`src/rtl/icache_pkg.sv`:
```
// icache_pkg: types and constants shared by the instruction cache and the
// memory controller, plus a word-select helper for 128-bit lines.
package icache_pkg;

    typedef logic [31:0]  ADDR_TP;
    typedef logic [31:0]  WORD_TP;
    typedef logic [127:0] LINE_TP;

    localparam ADDR_TP ZERO_ADDR = 32'h0000_0000;
    localparam WORD_TP ZERO_WORD = 32'h0000_0000;
    localparam logic   TRUE      = 1'b1;
    localparam logic   FALSE     = 1'b0;

    // Select one 32-bit word of a line; word 0 holds bytes 0..3.
    function automatic WORD_TP line_word(input LINE_TP line, input logic [1:0] sel);
        WORD_TP w;
        case (sel)
            2'd0:    w = line[31:0];
            2'd1:    w = line[63:32];
            2'd2:    w = line[95:64];
            2'd3:    w = line[127:96];
            default: w = ZERO_WORD;
        endcase
        return w;
    endfunction

endpackage

```
`src/rtl/icache.sv`:
```
// icache: direct-mapped, read-only instruction cache.
// Serves fetches from its line array; a miss issues one 16-byte line fetch to
// memctrl, installs the returned line and then answers the pending fetch from
// the stored line. At most one refill is outstanding.
//
// Ports:
//   clk, rst (async, active-low), rdy (global stall when low), flush
//   if_valid / if_pc            fetch request, held until if_done
//   if_done / if_inst           one-cycle completion pulse and instruction
//   icache_fc_valid / _addr     line-fetch request to memctrl
//   icache_fc_done / _line      refill completion pulse and line data
module icache
    import icache_pkg::*;
#(
    parameter int LINE_NUM = 16
) (
    input  logic         clk,
    input  logic         rst,
    input  logic         rdy,
    input  logic         flush,
    input  logic         if_valid,
    input  logic [31:0]  if_pc,
    output logic         if_done,
    output logic [31:0]  if_inst,
    output logic         icache_fc_valid,
    output logic [31:0]  icache_fc_addr,
    input  logic         icache_fc_done,
    input  logic [127:0] icache_fc_line
);

    localparam int IDX_W = $clog2(LINE_NUM);
    localparam int TAG_W = 28 - IDX_W;

    localparam logic [1:0] ST_IDLE = 2'd0;
    localparam logic [1:0] ST_MISS = 2'd1;
    localparam logic [1:0] ST_RESP = 2'd2;

    logic [1:0]       state_r;
    logic             pend_r;
    // Word address of the missing fetch (byte offset bits are never needed).
    logic [29:0]      pc_r;
    logic [LINE_NUM-1:0] valid_r;
    logic [TAG_W-1:0] tag_r  [LINE_NUM];
    LINE_TP           data_r [LINE_NUM];

    logic [IDX_W-1:0] req_idx_s;
    logic [TAG_W-1:0] req_tag_s;
    logic [IDX_W-1:0] pend_idx_s;
    logic [TAG_W-1:0] pend_tag_s;
    logic             hit_s;
    logic             fill_s;
    WORD_TP           req_word_s;
    WORD_TP           pend_word_s;
    logic             unused_s;

    assign req_idx_s   = if_pc[4 +: IDX_W];
    assign req_tag_s   = if_pc[31 -: TAG_W];
    assign pend_idx_s  = pc_r[2 +: IDX_W];
    assign pend_tag_s  = pc_r[29 -: TAG_W];
    assign hit_s       = valid_r[req_idx_s] && (tag_r[req_idx_s] == req_tag_s);
    assign fill_s      = rdy && (state_r == ST_MISS) && icache_fc_done;
    assign req_word_s  = line_word(data_r[req_idx_s], if_pc[3:2]);
    // Read back from the array so the response always reflects what was installed.
    assign pend_word_s = line_word(data_r[pend_idx_s], pc_r[1:0]);
    // The byte offset within a word is ignored for instruction fetch.
    assign unused_s    = &{1'b0, if_pc[1:0]};

    // Control FSM, valid bits and all registered outputs.
    always_ff @(posedge clk or negedge rst) begin
        if (!rst) begin
            state_r         <= ST_IDLE;
            pend_r          <= FALSE;
            pc_r            <= 30'd0;
            valid_r         <= {LINE_NUM{1'b0}};
            if_done         <= FALSE;
            if_inst         <= ZERO_WORD;
            icache_fc_valid <= FALSE;
            icache_fc_addr  <= ZERO_ADDR;
        end else if (rdy) begin
            case (state_r)
                ST_IDLE: begin
                    if_done <= FALSE;
                    // While if_done is high the fetch unit still shows the
                    // completed request; sampling it would answer it twice.
                    if (if_valid && !flush && !if_done) begin
                        if (hit_s) begin
                            if_done <= TRUE;
                            if_inst <= req_word_s;
                        end else begin
                            icache_fc_valid <= TRUE;
                            icache_fc_addr  <= {if_pc[31:4], 4'b0000};
                            pc_r            <= if_pc[31:2];
                            pend_r          <= TRUE;
                            state_r         <= ST_MISS;
                        end
                    end
                end
                ST_MISS: begin
                    if_done <= FALSE;
                    if (flush) begin
                        pend_r <= FALSE;
                    end
                    // Dropping valid on the done edge keeps memctrl from reissuing.
                    if (icache_fc_done) begin
                        valid_r[pend_idx_s] <= TRUE;
                        icache_fc_valid     <= FALSE;
                        state_r             <= ST_RESP;
                    end
                end
                ST_RESP: begin
                    if (pend_r && !flush) begin
                        if_done <= TRUE;
                        if_inst <= pend_word_s;
                    end else begin
                        if_done <= FALSE;
                    end
                    pend_r  <= FALSE;
                    state_r <= ST_IDLE;
                end
                default: begin
                    if_done         <= FALSE;
                    icache_fc_valid <= FALSE;
                    pend_r          <= FALSE;
                    state_r         <= ST_IDLE;
                end
            endcase
        end
    end

    // Tag and data arrays: written only on refill, intentionally not reset.
    always_ff @(posedge clk) begin
        if (fill_s) begin
            tag_r[pend_idx_s]  <= pend_tag_s;
            data_r[pend_idx_s] <= icache_fc_line;
        end
    end

endmodule
```
`config.mk`:
```
export PLATFORM = sky130hd
export DESIGN_NAME = icache
export DESIGN_NICKNAME = d
export VERILOG_FILES = /design/src/rtl/icache_pkg.sv /design/src/rtl/icache.sv
export SDC_FILE = /design/constraint.sdc
export NUM_CORES = 2
export LEC_CHECK = 0
export CAP_MARGIN = 10
export CORE_ASPECT_RATIO = 0.9
export CORE_MARGIN = 5
export CORE_UTILIZATION = 35
export DETAILED_ROUTE_END_ITERATION = 8
export PLACE_DENSITY = 0.55
export SKIP_CTS_REPAIR_TIMING = 1
export SLEW_MARGIN = 20
export SYNTH_ARGS = -nofsm -noshare
export SYNTH_HDL_FRONTEND = slang
export SYNTH_SLANG_ARGS = --single-unit
```
`constraint.sdc`:
```
create_clock -name clk -period 35.5 [get_ports clk]
set_input_delay 3.55 -clock clk [delete_from_list [all_inputs] [get_ports clk]]
set_output_delay 3.55 -clock clk [all_outputs]
set_load 0.01 [all_outputs]
```
# [Word level (Yosys, flattened, before mapping)]
# Memories as Yosys holds them, arrays and structs flattened.
# Index checks and enable logic that the tools add are counted.
# W data, S select, Z words.
[word_totals] wordCells=76 latch_bits=0 register_bits=111 mem_count=2 rom_bits=0 input_bits=166 ram_bits=2432
[classes] mux=26 reduce_logical=19 n_mul=0 bitwise=3 eq_ne=15 addsub=0 div_mod_pow=0 magnitude_cmp=3 n_shift=0
[mem_list] memory="data_r" depth=16 width=128 read_ports=2 rd_ports_with_merged_regs=0 write_ports=1 line_no="icache.sv:44" source="LINE_TP data_r [LINE_NUM];"
[mem_list] memory="tag_r" depth=16 width=24 read_ports=1 rd_ports_with_merged_regs=0 write_ports=1 line_no="icache.sv:43" source="logic [TAG_W-1:0] tag_r [LINE_NUM];"
[ops] op="$pmux W32 S4" n=2
[ops] op="$mux W32" n=3
[ops] op="$pmux W32 S2" n=1
[ops] op="$eq A24 B24 Y1" n=1
[ops] op="$or A16 B16 Y16" n=1
[ops] op="$ne A2 B2 Y1 const B" n=6
[ops] op="$reduce_and A4 Y1" n=3
[ops] op="$mux W1" n=11
[ops] op="$eq A2 B2 Y1 const B" n=5
[ops] op="$lt A4 B5 Y1 const B" n=2
[ops] op="$reduce_and A5 Y1" n=2
[ops] op="$logic_and A1 B1 Y1" n=7
[ops] op="$eq A2 B1 Y1 const B" n=3
[ops] op="$logic_not A2 Y1" n=3
[ops] op="$mux W2" n=3
[ops] op="$bmux W1 S4" n=1
[ops] op="$demux W1 S4" n=1
[ops] op="$ge A4 B1 Y1 const B" n=1
[ops] op="$pmux W1 S2" n=2
[ops] op="$pmux W2 S2" n=1
[ops] op="$pmux W1 S3" n=1
[ops] op="$reduce_and A3 Y1" n=1
[ops] op="$logic_not A1 Y1" n=2
[ops] op="$not A1 Y1" n=2
[ops] op="$reduce_bool A2 Y1" n=1

# [Logic depth before layout (Yosys ltp)]
[logic_depth] word_depth=6 depth_mapped=17 depth_no_buf=9

# [Worst setup path before layout]
# OpenSTA, ideal clock, no wires.
[synth_path] path_kind="in2reg" start="in rdy" end="reg valid_r[12]" arrival_time_ns=15.381 path_slack_ns=19.988 setup_ns=0.131 path_stages=5 cell_sequence="inv_1 -> nor3_1 -> nand2_1 -> nor3_1 -> or2_2"
[synth_between] elab_chain_cells=1
[synth_rtl] item="start: declaration" line_no="icache.sv:19" source="input logic rdy,"
[synth_rtl] item="$reduce_and A3 Y1 (no source line)"
[synth_rtl] item="end signal: assignment" line_no="icache.sv:74" source="valid_r <= {LINE_NUM{1'b0}};"
[synth_rtl] item="end: declaration" line_no="icache.sv:42" source="logic [LINE_NUM-1:0] valid_r;"
# Every way passes these cells.
# A chain may end at the register's enable or synchronous reset.

# [Worst setup path in the final report]
[layout_path] start="in if_pc[4]" end="reg if_inst[9]"
[layout_between] elab_chain_cells=5
[layout_rtl] item="start: declaration" line_no="icache.sv:22" source="input logic [31:0] if_pc,"
[layout_rtl] item="$mem_v2 Z16 W24 (tied with other cells)"
[layout_rtl] item="$eq A24 B24 Y1 (tied with other cells)" line_no="icache.sv:60" source="assign hit_s = valid_r[req_idx_s] && (tag_r[req_idx_s] == req_tag_s);"
[layout_rtl] item="$logic_and A1 B1 Y1 or $mux W32 (tied branches)" line_no="icache.sv:60, icache.sv:86"
[layout_rtl] item="$ne A2 B2 Y1 (no source line) or $mux W32 (tied branches)"
[layout_rtl] item="$reduce_and A5 Y1 (no source line) or $pmux W32 S2 (tied branches)"
[layout_rtl] item="end signal: assignment" line_no="icache.sv:88" source="if_inst <= req_word_s;"
[layout_rtl] item="end signal: assignment" line_no="icache.sv:113" source="if_inst <= pend_word_s;"
[layout_rtl] item="end: declaration" line_no="icache.sv:24" source="output logic [31:0] if_inst,"
# Parallel ways exist; a longest one is shown, timed or not. The select of a mux whose other input is x is not followed.

==> results.sh <==
export IMPL_routedWlPerCell_um=35.25
export IMPL_timing_critical_path_to_type="flop"
export IMPL_totalNegativeSetupSlack_ns=0
export IMPL_leakagePower_nw=39.79
export IMPL_totalPowerFinal_w=0.008022
export IMPL_power_switching_fraction=0.2842
export IMPL_pwr_density_cell_nw_per_um2=62.51
export IMPL_detailroute_via_count=62290
export IMPL_port_buffer_count=225
export IMPL_filler_cell_count=28340
export IMPL_worst_ep_arrival_time_ns=9.47
export IMPL_h_tree_depth=5
export IMPL_grt_max_degree=130
export IMPL_drt_first_iter_violations=6955
export IMPL_global_route_wire_length_before_repair_um=508100
export IMPL_period_share=0.2453
export IMPL_power_frac_comb=0.202
export IMPL_mappedNetlistArea_um2=112000
export IMPL_ys_ff_latch=2515
export IMPL_slew_headroom=0.2033
export IMPL_synth_async_reset_ratio=0.03300
export IMPL_worstReg2RegStart="pc_r[2]$_DFFE_PN0P_"
export IMPL_clock_latency_ns=0.89
export IMPL_top_level_ports=232
export IMPL_seq_power_share=0.437
export IMPL_worst_pin_slew_ns=1.195
export IMPL_core_area_um2=319400
export IMPL_mostFrequentLayoutCell="sky130_fd_sc_hd__edfxtp_1"
export IMPL_synthesis_yosys_warnings=0
export IMPL_vdd_drop_max_mv=0.06572
export IMPL_report_final_hold_viol_count=0
export IMPL_die_outline_area_um2=331400
export IMPL_reg2reg_to="if_inst[17]$_DFFE_PN0P_"
export IMPL_routability_congestion=0.7801
export IMPL_number_of_antenna_violations_at_the_first_check_in_global_routing=72
export IMPL_tritoncts="built"
export IMPL_post_route_cells_drive_above_1_share=0.2975
export IMPL_timing_final_crit_period_ns=8.710
export IMPL_synthToLayoutAreaGrowth_pct=14.62
export IMPL_hp_class="flop to flop"
export IMPL_timing_clock_skew_ns=0.04941
export IMPL_fp_row_count=197
export IMPL_gr_total_overflow=0
export IMPL_max_fclk_mhz=114.8
export IMPL_cell_internal_pwr_w=0.005742
export IMPL_synth_enable_flop_cells=2432
export IMPL_switching_power_w=0.002280
export IMPL_postSynthCellCount=5577
export IMPL_rsz_0062_raised_after_global_routing="false"
export IMPL_hpwlAfterDp_um=198100
export IMPL_drv_slew=0
export IMPL_drt_antenna_violating_nets=0
export IMPL_floorplan_initialDensity=0.3505
export IMPL_layout_common_cells="sky130_fd_sc_hd__edfxtp_1 (2,432), sky130_fd_sc_hd__mux4_2 (1,055), sky130_fd_sc_hd__clkbuf_16 (292)"
export IMPL_cts_inserted_buffers=286
export IMPL_firstDrtPassIters=5
export IMPL_synth_lib_cells_used_distinct=66
export IMPL_syn_area_per_cell_um2=20.08
export IMPL_detail_route_wirelength_um=364000
export IMPL_outcome="finished, final reports clean"
export IMPL_die_height_um=546.6
export IMPL_critical_path_startpoint="if_pc[4]"
export IMPL_vias_per_cell=6.031
export IMPL_criticalPathCategory="input port to flop"
export IMPL_tritoncts_num_sinks=2515
export IMPL_clk_root_buffer_cell="sky130_fd_sc_hd__clkbuf_16"
export IMPL_die_width_um=606.2
export IMPL_drt_drc_violations_left=0
export IMPL_crit_path_end="if_inst[9]$_DFFE_PN0P_"
export IMPL_ctsLongestPathBuffers=4
export IMPL_drv_max_cap_violation_count=0
export IMPL_synthFlopType="sky130_fd_sc_hd__edfxtp_1"
export IMPL_final_setup_viol_count=0
export IMPL_critical_path_required_ns=36.26
export IMPL_reg2reg_slack_ns=29.41
export IMPL_clk_network_pwr_share=0.361
export IMPL_track_usage=0.2150
export IMPL_finish_net_count=5962
export IMPL_ff2ff_path_depth=10
export IMPL_grt_pass1_vias=64780
export IMPL_critical_path_peak_fanout=66
export IMPL_seq_area_frac_synth=0.6707
export IMPL_setup_worst_path_start_class="input port"
export IMPL_clk_pin_slew_ns=0.06
cells by family after synthesis:
logic type / Yosys count / synth area share
mux: 1298 / 0.2371
simple gates: 520 / 0.02219
buf+inv: 460 / 0.01940
compound gates: 744 / 0.04746
other cells: 1 / 0.00003349
flops: 2515 / 0.6707
xor+xnor: 39 / 0.003050
flip-flops by register name (all words and copies together), names as in the netlist:
name             cells
valid_r             16
tag_r              384
if_done              1
data_r            2048
pend_r               1
icache_fc_valid      1
if_inst             32
pc_r                30
state_r              2
synthesized netlist by cell type (57+ instances only):
master,number,area [um^2]
sky130_fd_sc_hd__mux2i_1,138,1381
sky130_fd_sc_hd__a22oi_1,291,2185
sky130_fd_sc_hd__nor2_1,138,518.0
sky130_fd_sc_hd__nand2_1,152,570.6
sky130_fd_sc_hd__dfrtp_1,83,2077
sky130_fd_sc_hd__edfxtp_1,2432,73030
sky130_fd_sc_hd__buf_2,68,340.3
sky130_fd_sc_hd__mux4_2,1055,23760
sky130_fd_sc_hd__clkbuf_1,234,878.3
sky130_fd_sc_hd__o21ai_0,117,585.6
sky130_fd_sc_hd__mux2_4,57,855.8
sky130_fd_sc_hd__a221oi_1,76,665.6
sky130_fd_sc_hd__a21oi_1,60,300.3
sky130_fd_sc_hd__a211oi_1,59,442.9
sky130_fd_sc_hd__buf_1,82,307.8
sky130_fd_sc_hd__nor2b_1,63,394.1
area by class of cell:
cell class	instances	area (um^2)	area share
Sequential cell	2515	75120	0.5853
Tap cell	4278	5353	0.04170
Inverter	9	36.28	0.0002827
Multi-Input combinational cell	2605	34940	0.2722
Timing Repair Buffer	379	3701	0.02884
Clock inverter	137	1345	0.01048
Clock buffer	376	7782	0.06064
Antenna cell	28	70.07	0.0005459
per-layer routing:
metal / GRT usage / share of wire
met3: 0.04357 / 0.082
met2: 0.3518 / 0.49
met5: 0 / 0.00060
met1: 0.2898 / 0.40
met4: 0.06723 / 0.031
how the worst min path moves through the flow:
stage	start	depth (start not counted)	end	slack, ns
2_1_floorplan	valid_r[13]$_DFFE_PN0P_	1	valid_r[13]$_DFFE_PN0P_	0.43
3_3_place_gp	valid_r[13]$_DFFE_PN0P_	1	valid_r[13]$_DFFE_PN0P_	0.45
3_5_place_dp	valid_r[4]$_DFFE_PN0P_	1	valid_r[4]$_DFFE_PN0P_	0.45
4_1_cts	valid_r[4]$_DFFE_PN0P_	1	valid_r[4]$_DFFE_PN0P_	0.47
5_1_grt	valid_r[15]$_DFFE_PN0P_	1	valid_r[15]$_DFFE_PN0P_	0.48
6_report	valid_r[4]$_DFFE_PN0P_	1	valid_r[4]$_DFFE_PN0P_	0.47
per-stage QoR:
step / setup WS, ns / area [um^2] / hold WS, ns / utilization / cells
final: 26.79 / 128300 / 0.4684 / 0.4018 / 10330
after global routing: 26.44 / 128300 / 0.4803 / 0.4017 / 10320
after CTS: 26.74 / 128200 / 0.4670 / 0.4015 / 10300
after detailed placement: 25.81 / 119100 / 0.4521 / 0.3729 / 9785
after global placement: 25.79 / 119100 / 0.4455 / 0.3727 / 9783
after floorplan: 19.99 / 112000 / 0.4337 / - / 5580
critical path, stage by stage:
cell and delay [ns]:
sky130_fd_sc_hd__buf_8 0.51, sky130_fd_sc_hd__buf_4 0.79, sky130_fd_sc_hd__buf_4 0.64, sky130_fd_sc_hd__mux4_2 0.59, sky130_fd_sc_hd__o22ai_1 0.19, sky130_fd_sc_hd__nor2_1 0.10, sky130_fd_sc_hd__xnor2_1 0.27, sky130_fd_sc_hd__nand4_1 0.20
sky130_fd_sc_hd__a2111o_1 0.40, sky130_fd_sc_hd__or4_4 0.53, sky130_fd_sc_hd__nand2_4 0.43, sky130_fd_sc_hd__buf_4 0.62, sky130_fd_sc_hd__mux2_2 0.40
power groups by stage:
stage               registers [W]  logic [W]  clock network (W)
detailed placement        0.00357    0.00162                  0
finish                    0.00351    0.00162            0.00290
CTS                       0.00351    0.00162            0.00296
floorplan                 0.00350    0.00104                  0
global route              0.00352    0.00170            0.00308
global placement          0.00356    0.00162                  0
Note: power is estimated with default switching activity, not from simulation.
